<file path="config.mk">
export PLATFORM = sky130hd
export DESIGN_NAME = wb_arbiter
export DESIGN_NICKNAME = d
export VERILOG_FILES = /design/src/rtl/wb_arbiter_pkg.sv /design/src/rtl/wb_arbiter_rr_arb2.sv /design/src/rtl/wb_arbiter.sv
export SDC_FILE = /design/constraint.sdc
export NUM_CORES = 1
export LEC_CHECK = 0
export ABC_AREA = 1
export CAP_MARGIN = 20
export CORE_AREA = 2 2 183 185
export DETAILED_ROUTE_END_ITERATION = 10
export DIE_AREA = 0 0 185 187
export PLACE_DENSITY = 0.67
export RECOVER_POWER = 25
export SLEW_MARGIN = 20
export SYNTH_ARGS = -nofsm -noshare
export SYNTH_HDL_FRONTEND = slang
export SYNTH_SLANG_ARGS = --single-unit
</file>
<file path="constraint.sdc">
create_clock -name clk -period 14.05 [get_ports clk]
set_input_delay 1.405 -clock clk [delete_from_list [all_inputs] [get_ports clk]]
set_output_delay 1.405 -clock clk [all_outputs]
set_load 0.03 [all_outputs]
</file>
<file path="src/rtl/wb_arbiter_pkg.sv">
`default_nettype none
// ============================================================================
// Module  : wb_arbiter_pkg
// Purpose : Shared constants and helpers for the writeback arbiter.
//           WB_ARB_RR / WB_ARB_LSP_PRIO select the ARB_MODE of wb_arbiter.
// Ports   : none (package)
// Rev     : 1.0  initial release
// ============================================================================
package wb_arbiter_pkg;

   localparam int WB_ARB_RR       = 0;
   localparam int WB_ARB_LSP_PRIO = 1;
   localparam int REG_AW          = 5;

   // A side wants the write port only for a real register write; writes to
   // x0 are retired without touching the regfile. valid gates the other
   // terms so X on an idle side's en/dst evaluates to 0.
   function automatic logic wb_wreq(input logic              valid,
                                    input logic              en,
                                    input logic [REG_AW-1:0] dst);
      return valid && en && (dst != '0);
   endfunction

endpackage
`default_nettype wire

</file>
<file path="src/rtl/wb_arbiter_rr_arb2.sv">
`default_nettype none
// ============================================================================
// Module  : rr_arb2
// Purpose : Two-input (IP / LSP) grant generator holding the round-robin
//           pointer. In LSP-priority mode the pointer still tracks the last
//           contention winner but does not steer the grant.
// Ports   : clk, rst          clock, async active-high reset
//           en                grants allowed (low while in reset)
//           req_ip, req_lsp   write-port requests
//           gnt_ip, gnt_lsp   one-hot (or zero) grants, combinational
//           last_grant_lsp    pointer: 1 = LSP won the last contention
// Rev     : 1.0  initial release
// ============================================================================
module rr_arb2
   import wb_arbiter_pkg::*;
#(
   parameter int ARB_MODE = WB_ARB_RR
) (
   input  logic clk,
   input  logic rst,
   input  logic en,
   input  logic req_ip,
   input  logic req_lsp,
   output logic gnt_ip,
   output logic gnt_lsp,
   output logic last_grant_lsp
);

   logic last_q;
   logic last_d;
   logic lsp_wins;
   logic contend;

   generate
      if (ARB_MODE == WB_ARB_LSP_PRIO) begin : g_lsp_prio
         assign lsp_wins = 1'b1;
      end else begin : g_round_robin
         assign lsp_wins = !last_q;
      end
   endgenerate

   always_comb begin
      contend = en && req_ip && req_lsp;
      gnt_lsp = en && req_lsp && (!req_ip || lsp_wins);
      gnt_ip  = en && req_ip && (!req_lsp || !lsp_wins);
      // Only a real contention moves the pointer.
      last_d  = contend ? gnt_lsp : last_q;
   end

   // Reset to 1 so IP wins the first contention in round-robin mode.
   always_ff @(posedge clk or posedge rst) begin
      if (rst) begin
         last_q <= 1'b1;
      end else begin
         last_q <= last_d;
      end
   end

   assign last_grant_lsp = last_q;

endmodule
`default_nettype wire

</file>
<file path="src/rtl/wb_arbiter.sv">
`default_nettype none
// ============================================================================
// Module  : wb_arbiter
// Purpose : Shares the single regfile write port between the integer pipe
//           (IP) and load/store pipe (LSP) writebacks, acks retire-without-
//           writeback immediately, registers the winning write and counts
//           retired instructions.
// Ports   : clk, rst                       clock, async active-high reset
//           ip_wb_*  / lsp_wb_*            writeback valid/en/dst/result/pc
//           ip_wb_ready / lsp_wb_ready     handshake accepted this cycle
//           rf_we/rf_waddr/rf_wdata/rf_wpc registered write, 1 cycle later
//           instret                        retired-instruction count
//           last_grant_lsp                 round-robin pointer
// Rev     : 1.0  initial release
// ============================================================================
module wb_arbiter
   import wb_arbiter_pkg::*;
#(
   parameter int ARB_MODE = WB_ARB_RR,
   parameter int XLEN     = 64
) (
   input  logic            clk,
   input  logic            rst,
   input  logic            ip_wb_valid,
   input  logic            ip_wb_en,
   input  logic [4:0]      ip_wb_dst,
   input  logic [XLEN-1:0] ip_wb_result,
   input  logic [XLEN-1:0] ip_wb_pc,
   output logic            ip_wb_ready,
   input  logic            lsp_wb_valid,
   input  logic            lsp_wb_en,
   input  logic [4:0]      lsp_wb_dst,
   input  logic [XLEN-1:0] lsp_wb_result,
   input  logic [XLEN-1:0] lsp_wb_pc,
   output logic            lsp_wb_ready,
   output logic            rf_we,
   output logic [4:0]      rf_waddr,
   output logic [XLEN-1:0] rf_wdata,
   output logic [XLEN-1:0] rf_wpc,
   output logic [XLEN-1:0] instret,
   output logic            last_grant_lsp
);

   logic            arb_en;
   logic            wreq_ip;
   logic            wreq_lsp;
   logic            rwowb_ip;
   logic            rwowb_lsp;
   logic            gnt_ip;
   logic            gnt_lsp;
   logic            hs_ip;
   logic            hs_lsp;

   logic            rf_we_q,    rf_we_d;
   logic [4:0]      rf_waddr_q, rf_waddr_d;
   logic [XLEN-1:0] rf_wdata_q, rf_wdata_d;
   logic [XLEN-1:0] rf_wpc_q,   rf_wpc_d;
   logic [XLEN-1:0] instret_q,  instret_d;

   // Kept outside the main comb block so the request -> grant -> ready path
   // through the arbiter does not look like a combinational loop.
   assign arb_en   = !rst;
   assign wreq_ip  = wb_wreq(ip_wb_valid,  ip_wb_en,  ip_wb_dst);
   assign wreq_lsp = wb_wreq(lsp_wb_valid, lsp_wb_en, lsp_wb_dst);

   rr_arb2 #(
      .ARB_MODE       (ARB_MODE)
   ) u_arb (
      .clk            (clk),
      .rst            (rst),
      .en             (arb_en),
      .req_ip         (wreq_ip),
      .req_lsp        (wreq_lsp),
      .gnt_ip         (gnt_ip),
      .gnt_lsp        (gnt_lsp),
      .last_grant_lsp (last_grant_lsp)
   );

   always_comb begin
      rwowb_ip     = ip_wb_valid  && !wreq_ip;
      rwowb_lsp    = lsp_wb_valid && !wreq_lsp;
      ip_wb_ready  = arb_en && (!ip_wb_valid  || rwowb_ip  || gnt_ip);
      lsp_wb_ready = arb_en && (!lsp_wb_valid || rwowb_lsp || gnt_lsp);
      // Ready is high on an idle side, so a handshake also needs valid.
      hs_ip        = ip_wb_valid  && ip_wb_ready;
      hs_lsp       = lsp_wb_valid && lsp_wb_ready;

      rf_we_d      = gnt_ip || gnt_lsp;
      rf_waddr_d   = rf_waddr_q;
      rf_wdata_d   = rf_wdata_q;
      rf_wpc_d     = rf_wpc_q;
      if (gnt_lsp) begin
         rf_waddr_d = lsp_wb_dst;
         rf_wdata_d = lsp_wb_result;
         rf_wpc_d   = lsp_wb_pc;
      end else if (gnt_ip) begin
         rf_waddr_d = ip_wb_dst;
         rf_wdata_d = ip_wb_result;
         rf_wpc_d   = ip_wb_pc;
      end

      instret_d = instret_q + {{(XLEN-1){1'b0}}, hs_ip}
                            + {{(XLEN-1){1'b0}}, hs_lsp};
   end

   always_ff @(posedge clk or posedge rst) begin
      if (rst) begin
         rf_we_q    <= 1'b0;
         rf_waddr_q <= '0;
         rf_wdata_q <= '0;
         rf_wpc_q   <= '0;
         instret_q  <= '0;
      end else begin
         rf_we_q    <= rf_we_d;
         rf_waddr_q <= rf_waddr_d;
         rf_wdata_q <= rf_wdata_d;
         rf_wpc_q   <= rf_wpc_d;
         instret_q  <= instret_d;
      end
   end

   assign rf_we    = rf_we_q;
   assign rf_waddr = rf_waddr_q;
   assign rf_wdata = rf_wdata_q;
   assign rf_wpc   = rf_wpc_q;
   assign instret  = instret_q;

endmodule
`default_nettype wire

</file>
==> results_dict.tcl, run 1 <==
set metrics [dict create \
    status "finished clean" \
    die_w_um 185 \
    fin_crit_sh_pct 37.06 \
    yosys_register_bits 199 \
    areaGrowthSynthToFinish_pct 49.37 \
    gr-total-overflow 0 \
    grt_max_degree 133 \
    ios 473 \
    synthArstFlopShare_pct 100.0 \
    yosys_warnings 0 \
    grt_pass1_vias 11654 \
    drc_errors 0 \
    grt_busiest_layer "met2" \
    ctsHtreeMaxLevel 4 \
    cts_buffers 17 \
    crit_arrival_ns 3.80 \
    setup_ws_ns 8.843 \
    max_freq_ghz 0.1921 \
    final_net_count 2350 \
    syn_inst 1648 \
    synth_edf_count 0 \
    critPathMaxFanout 58 \
    fin_skew_ns 0.01159 \
    synth_cell_types 30 \
    dp_slack_ns 8.850 \
    firstDrtPassIters 5 \
    use_met2_pct 41.10 \
    startpoint "ip_wb_valid" \
    ff2ff_path_depth 14 \
    netlist_top_cells_area "dfrtp_1 44%, nand2_1 19%, nand3_1 13%" \
    routed_wl_mm 43.10 \
    min_period_ns 5.207 \
    ys.flop_type "dfrtp_1" \
    hold_violations 0 \
    synth_top_area_share_pct 43.84 \
    drv_slew 0 \
    slew_headroom_pct 38.44 \
    fin_total_pwr_w 0.001823 \
    clk_pin_slew_ns 0.07 \
    numPortBuffers 472 \
    dieArea_sq_mm 0.03460 \
    dieHeight_um 187 \
    synth_area_per_cell_sq_um 6.858 \
    syn-num-nets 1922 \
    p_leak_nw 8.464 \
    cp-endpoint "lsp_wb_ready" \
    grt_pass1_wl_mm 65.92 \
    netlist_area_sq_mm 0.01130 \
    wire_per_inst_um 16.97 \
    clock_latency_ns 0.45 \
    synthTopCellsByCount "572 x nand2_1, 293 x inv_1, 288 x nand3_1" \
    endpoint_kind "primary output" \
    min_path_type "register to register" \
    ctsResizeCount 0 \
    synth_most_common_cell "nand2_1" \
    fin_util_pct 51.37 \
    drt_iter0_drc 767 \
    power.density_mw_per_mm2 108.0 \
    start_kind "input pin" \
    r2r_slack_ns 10.67 \
    cts_setup_buffers 0 \
    initial_core_util_pct 34.39 \
    cts_tree "built" \
    antenna_left 0 \
    ir_worst_vdd_uv 81.44 \
    yosysSeqAreaShare_pct 44.07 \
    vias 12007 \
    coreArea_sq_mm 0.03286 \
    finalSetupViolCount 0 \
    cts_root_buf "clkbuf_16" \
    antenna_found_initial 4 \
    hpwl_mm 32.30 \
    whs_ns 0.4746 \
    grt_use_met3_pct 6.970 \
    setup_tns_ns 0 \
    rr_endpoint "instret[58]" \
    grtUsageTotal_pct 24.75 \
    clock_path_buffers 2 \
    yosys.area.top_type "dfrtp_1" \
    cts_hold_buf 0 \
    worstMarginPinSlew_ns 0.9235 \
    cap_violations 0 \
    core.rowCount 67 \
    via_per_inst 4.729 \
    r2r_start "u_arb.last_grant_lsp" \
    gp_congestion 0.9340 \
    rsz0062_at_grt "no" \
    drive_gt1_share_pct 2.585 \
    use_met1_pct 30.12 \
    cts_num_sinks 199 \
    crit_type "input pin to primary output" \
    critPathRequiredTime_ns 12.65 \
]
==> flip-flops by register name (all words and copies together), names as in the netlist <==
signal	count
rf_wdata	64
u_arb.last_grant_lsp	1
rf_we	1
rf_wpc	64
rf_waddr	5
instret	64
==> worst max-delay path, stage by stage <==
cell             delay, ns
clkdlybuf4s50_1       0.58
nand2_1               0.08
inv_1                 0.11
nand3_4               0.56
nor2_1                0.27
nor2_1                0.09
clkdlybuf4s50_1       0.71
==> how the worst min path moves through the flow <==
stage | startpoint | end | slack (ns) | depth (start not counted)
2_1_floorplan | u_arb.last_grant_lsp | u_arb.last_grant_lsp | 0.55 | 2
3_3_place_gp | rf_wdata[30] | rf_wdata[30] | 0.46 | 2
3_5_place_dp | rf_wdata[38] | rf_wdata[38] | 0.46 | 2
4_1_cts | rf_wpc[33] | rf_wpc[33] | 0.48 | 2
5_1_grt | rf_wdata[38] | rf_wdata[38] | 0.49 | 2
6_report | rf_wdata[36] | rf_wdata[36] | 0.47 | 2
==> routing by layer <==
layer / up-vias / wire length, um
li1: 5835 / -
met1: 5628 / 17670
met2: 449 / 20220
met3: 91 / 3550
met4: 4 / 1636
met5: - / 23
==> kinds of logic (layout without fill, tap and decap cells) <==
logic type                 Yosys count  in the layout  synth area share (%)
xor gates and xnor gates            47             47                 3.642
adders and majority gates            2              2                0.2878
and+or+nand+nor                   1026           1026                 38.53
AOI/OAI and AO/OA                    8              8                0.3542
other                                0              2                     0
DFF                                199            199                 44.07
buffers and inverters              366            807                 13.12
==> stage by stage <==
step / cell area [sq um] / instances
2_1_floorplan: 11300 / 1648
3_3_place_gp: 16290 / 2505
3_5_place_dp: 16290 / 2505
4_1_cts: 16880 / 2537
5_1_grt: 16880 / 2539
6_report: 16880 / 2539
==> area by class of cell <==
type / count / area (sq um)
Fill cell: 3289 / 15980
Sequential cell: 199 / 4981
Multi-Input combinational cell: 1083 / 4851
Timing Repair Buffer: 479 / 4777
Inverter: 296 / 1121
Tap cell: 448 / 560.5
Clock buffer: 17 / 425.4
Clock inverter: 15 / 161.4
Antenna cell: 2 / 5.005
==> cell usage in the layout, fill, tap and decap left out, types with 2 or more instances in the layout <==
cell and instances:
and2_1 7, buf_4 7, clkbuf_16 17, clkdlybuf4s50_1 452, clkinv_4 3, clkinvlp_4 2, dfrtp_1 198, diode_2 2
dlygate4sd3_1 20, inv_1 292, inv_2 2, inv_6 4, inv_8 4, nand2_1 572, nand2_4 2, nand3_1 288
nand3_2 2, nand3b_1 11, nand4_1 11, nor2_1 124, nor2_2 2, nor3_1 2, o21ai_0 5, o21ai_1 2
xnor2_1 28, xor2_1 19
==> report_power, final <==
part / internal (W) / switching, W
Combinational: 0.000256 / 0.000356
Clock: 0.000253 / 0.000248
Sequential: 0.000654 / 0.0000557
Total: 0.00116 / 0.000660
No activity file was read; power rests on OpenSTA's default activity.
==> run 2: changes to the inputs <==
--- a/config.mk
+++ b/config.mk
@@ -7,10 +7,10 @@
 export LEC_CHECK = 0
 export ABC_AREA = 1
 export CAP_MARGIN = 20
-export CORE_AREA = 2 2 183 185
+export CORE_AREA = 2 2 184 186
 export DETAILED_ROUTE_END_ITERATION = 10
-export DIE_AREA = 0 0 185 187
-export PLACE_DENSITY = 0.67
+export DIE_AREA = 0 0 186 188
+export PLACE_DENSITY = 0.69
 export RECOVER_POWER = 25
 export SLEW_MARGIN = 20
 export SYNTH_ARGS = -nofsm -noshare
==> constraint.sdc (replaced) <==
create_clock -name clk -period 4.7 [get_ports clk]
set_input_delay 0.47 -clock clk [delete_from_list [all_inputs] [get_ports clk]]
set_output_delay 0.47 -clock clk [all_outputs]
set_load 0.03 [all_outputs]
==> run 2 against run 1 <==
Effect of this change:
- first-iteration DRC count decreased by 1.4%
- core utilization decreased by 0.11 points
- die area increased by 1.1%
- clock-buffer cell count increased by 1
- clock skew about the same
- flip-flop and latch count unchanged
- combinational power increased to 2.9 times the previous value
- wire length decreased by 1.2%
- critical path depth increased by 10
- sequential power increased to 3.0 times the previous value
- critical path type is now input pin to register
- highest routed layer is now met4
==> results_dict.tcl, run 2 (synthesized netlist as in run 1, its figures left out) <==
set metrics [dict create \
    status "finished clean" \
    critPathRequiredTime_ns 5.03 \
    hold_violations 0 \
    crit_arrival_ns 3.83 \
    cts_tree "built" \
    cts_hold_buf 0 \
    initial_core_util_pct 34.13 \
    hpwl_mm 31.67 \
    dieArea_sq_mm 0.03497 \
    ff2ff_path_depth 13 \
    antenna_found_initial 2 \
    ctsHtreeMaxLevel 4 \
    finalSetupViolCount 0 \
    path_common_cell "nand2_1" \
    hold_path_depth 2 \
    ctsResizeCount 0 \
    fillers 3182 \
    drc_errors 0 \
    grt_pass1_vias 11648 \
    grtUsageTotal_pct 23.99 \
    crit_path_top_delay_cell "dlygate4sd3_1" \
    min_period_ns 3.500 \
    p_leak_nw 8.600 \
    areaGrowthSynthToFinish_pct 50.20 \
    slew_headroom_pct 40.49 \
    final_net_count 2355 \
    clock_latency_ns 0.44 \
    rr_endpoint "instret[58]" \
    place_area_sq_mm 0.01635 \
    worstMarginPinSlew_ns 0.8927 \
    via_per_inst 4.710 \
    grt_max_degree 82 \
    critPathMaxFanout 5 \
    rsz0062_at_grt "no" \
    gr-total-overflow 0 \
    core.rowCount 67 \
    start_kind "input pin" \
    dieHeight_um 188 \
    cts_root_buf "clkbuf_16" \
    grt_use_met3_pct 5.749 \
    cts_buffers 17 \
    antenna_left 0 \
    routed_wl_mm 42.58 \
    use_met2_pct 40.31 \
    drive_gt1_share_pct 2.818 \
    drv_slew 0 \
    use_met1_pct 28.88 \
    drt_iter0_drc 756 \
    vias 11982 \
    fin_crit_sh_pct 74.46 \
    gp_congestion 0.9445 \
    min_to "rf_wpc[14]" \
    multi_input_area_sq_mm 0.004851 \
    ios 473 \
    wire_per_inst_um 16.74 \
    clock_path_buffers 2 \
    cts_num_sinks 199 \
    grt_busiest_layer "met2" \
    die_w_um 186 \
    power.density_mw_per_mm2 321.4 \
    seqCellArea_sq_mm 0.004981 \
    fin_skew_ns 0.01157 \
    cts_setup_buffers 0 \
    r2r_start "u_arb.last_grant_lsp" \
    setup_tns_ns 0 \
    ir_worst_vdd_uv 201.5 \
    max_freq_ghz 0.2857 \
    final_cell_mix "572 x nand2_1, 375 x clkdlybuf4s50_1, 292 x inv_1, 288 x nand3_1, 198 x dfrtp_1" \
    cap_violations 0 \
    numPortBuffers 472 \
    final_common_cell "nand2_1" \
    crit_type "input pin to register" \
    design_area_sq_mm 0.01698 \
    slowest_delay_ns 0.57 \
    dp_slack_ns 0.8717 \
    hp-start "rf_wpc[14]" \
    endpoint_kind "register" \
    grt_pass1_wl_mm 64.60 \
    setup_ws_ns 1.200 \
    coreArea_sq_mm 0.03311 \
    r2r_slack_ns 1.62 \
    crit_chain "dlygate4sd3_1, nor2_1, nand3_1, nand2_1, inv_1, a21oi_1, nand2_1, fa_1, inv_1, ha_1, nand3_2, inv_1, nand2_1, nor2_1, nand2_1, o21ai_0, nand2_1" \
    firstDrtPassIters 6 \
    min_path_type "register to register" \
    clk_pin_slew_ns 0.08 \
]
[run 2: metrics by stage]
step | hold slack (ns) | cells | power (W) | utilization [%]
floorplan | 0.5458 | 1648 | 0.003063 | -
global placement | 0.4608 | 2510 | 0.003981 | 49.37
detailed placement | 0.4640 | 2510 | 0.003995 | 49.37
CTS | 0.4843 | 2542 | 0.005575 | 51.24
global route | 0.4922 | 2543 | 0.005718 | 51.26
finish | 0.4757 | 2544 | 0.005457 | 51.27
[run 2: critical path, delay by kind of cell]
family / cells / cell delay (ns)
simple gates: 9 / 1.21
buf+inv: 4 / 0.94
fa+ha+maj: 2 / 0.85
compound gates: 2 / 0.36
[run 2: power by group]
group	switching (W)	total, W	internal (W)
clock	0.000776	0.00156	0.000785
sequential	0.000155	0.00211	0.00196
combinational	0.00106	0.00179	0.000726
total	0.00199	0.00546	0.00347
[run 2: worst max path at each step]
stage	end	start	depth (start not counted)	slack (ns)
floorplan	rf_waddr[0]	rst	8	0.23
CTS	instret[58]	ip_wb_dst[2]	17	1.35
global route	instret[58]	ip_wb_dst[2]	17	0.94
detailed placement	instret[58]	ip_wb_dst[2]	17	0.87
finish	instret[58]	ip_wb_dst[2]	17	1.20
global placement	instret[58]	ip_wb_dst[2]	17	0.90
[run 2: cell type report]
| cell class | instances | share of cell area [%] |
|---|---|---|
| flip-flops and latches | 199 | 29.34 |
| multi-input cells | 1083 | 28.57 |
| repair buffers | 484 | 28.53 |
| inverters | 296 | 6.582 |
| well taps | 448 | 3.302 |
| clock buffers | 18 | 2.587 |
| clock inverters | 14 | 1.054 |
| diodes | 2 | 0.02948 |
[run 2: routing by layer]
layer	vias up	part of all wire, %
met2	467	47
met4	0	4.3
li1	5850	-
met1	5581	41
met5	-	0
met3	84	7.8
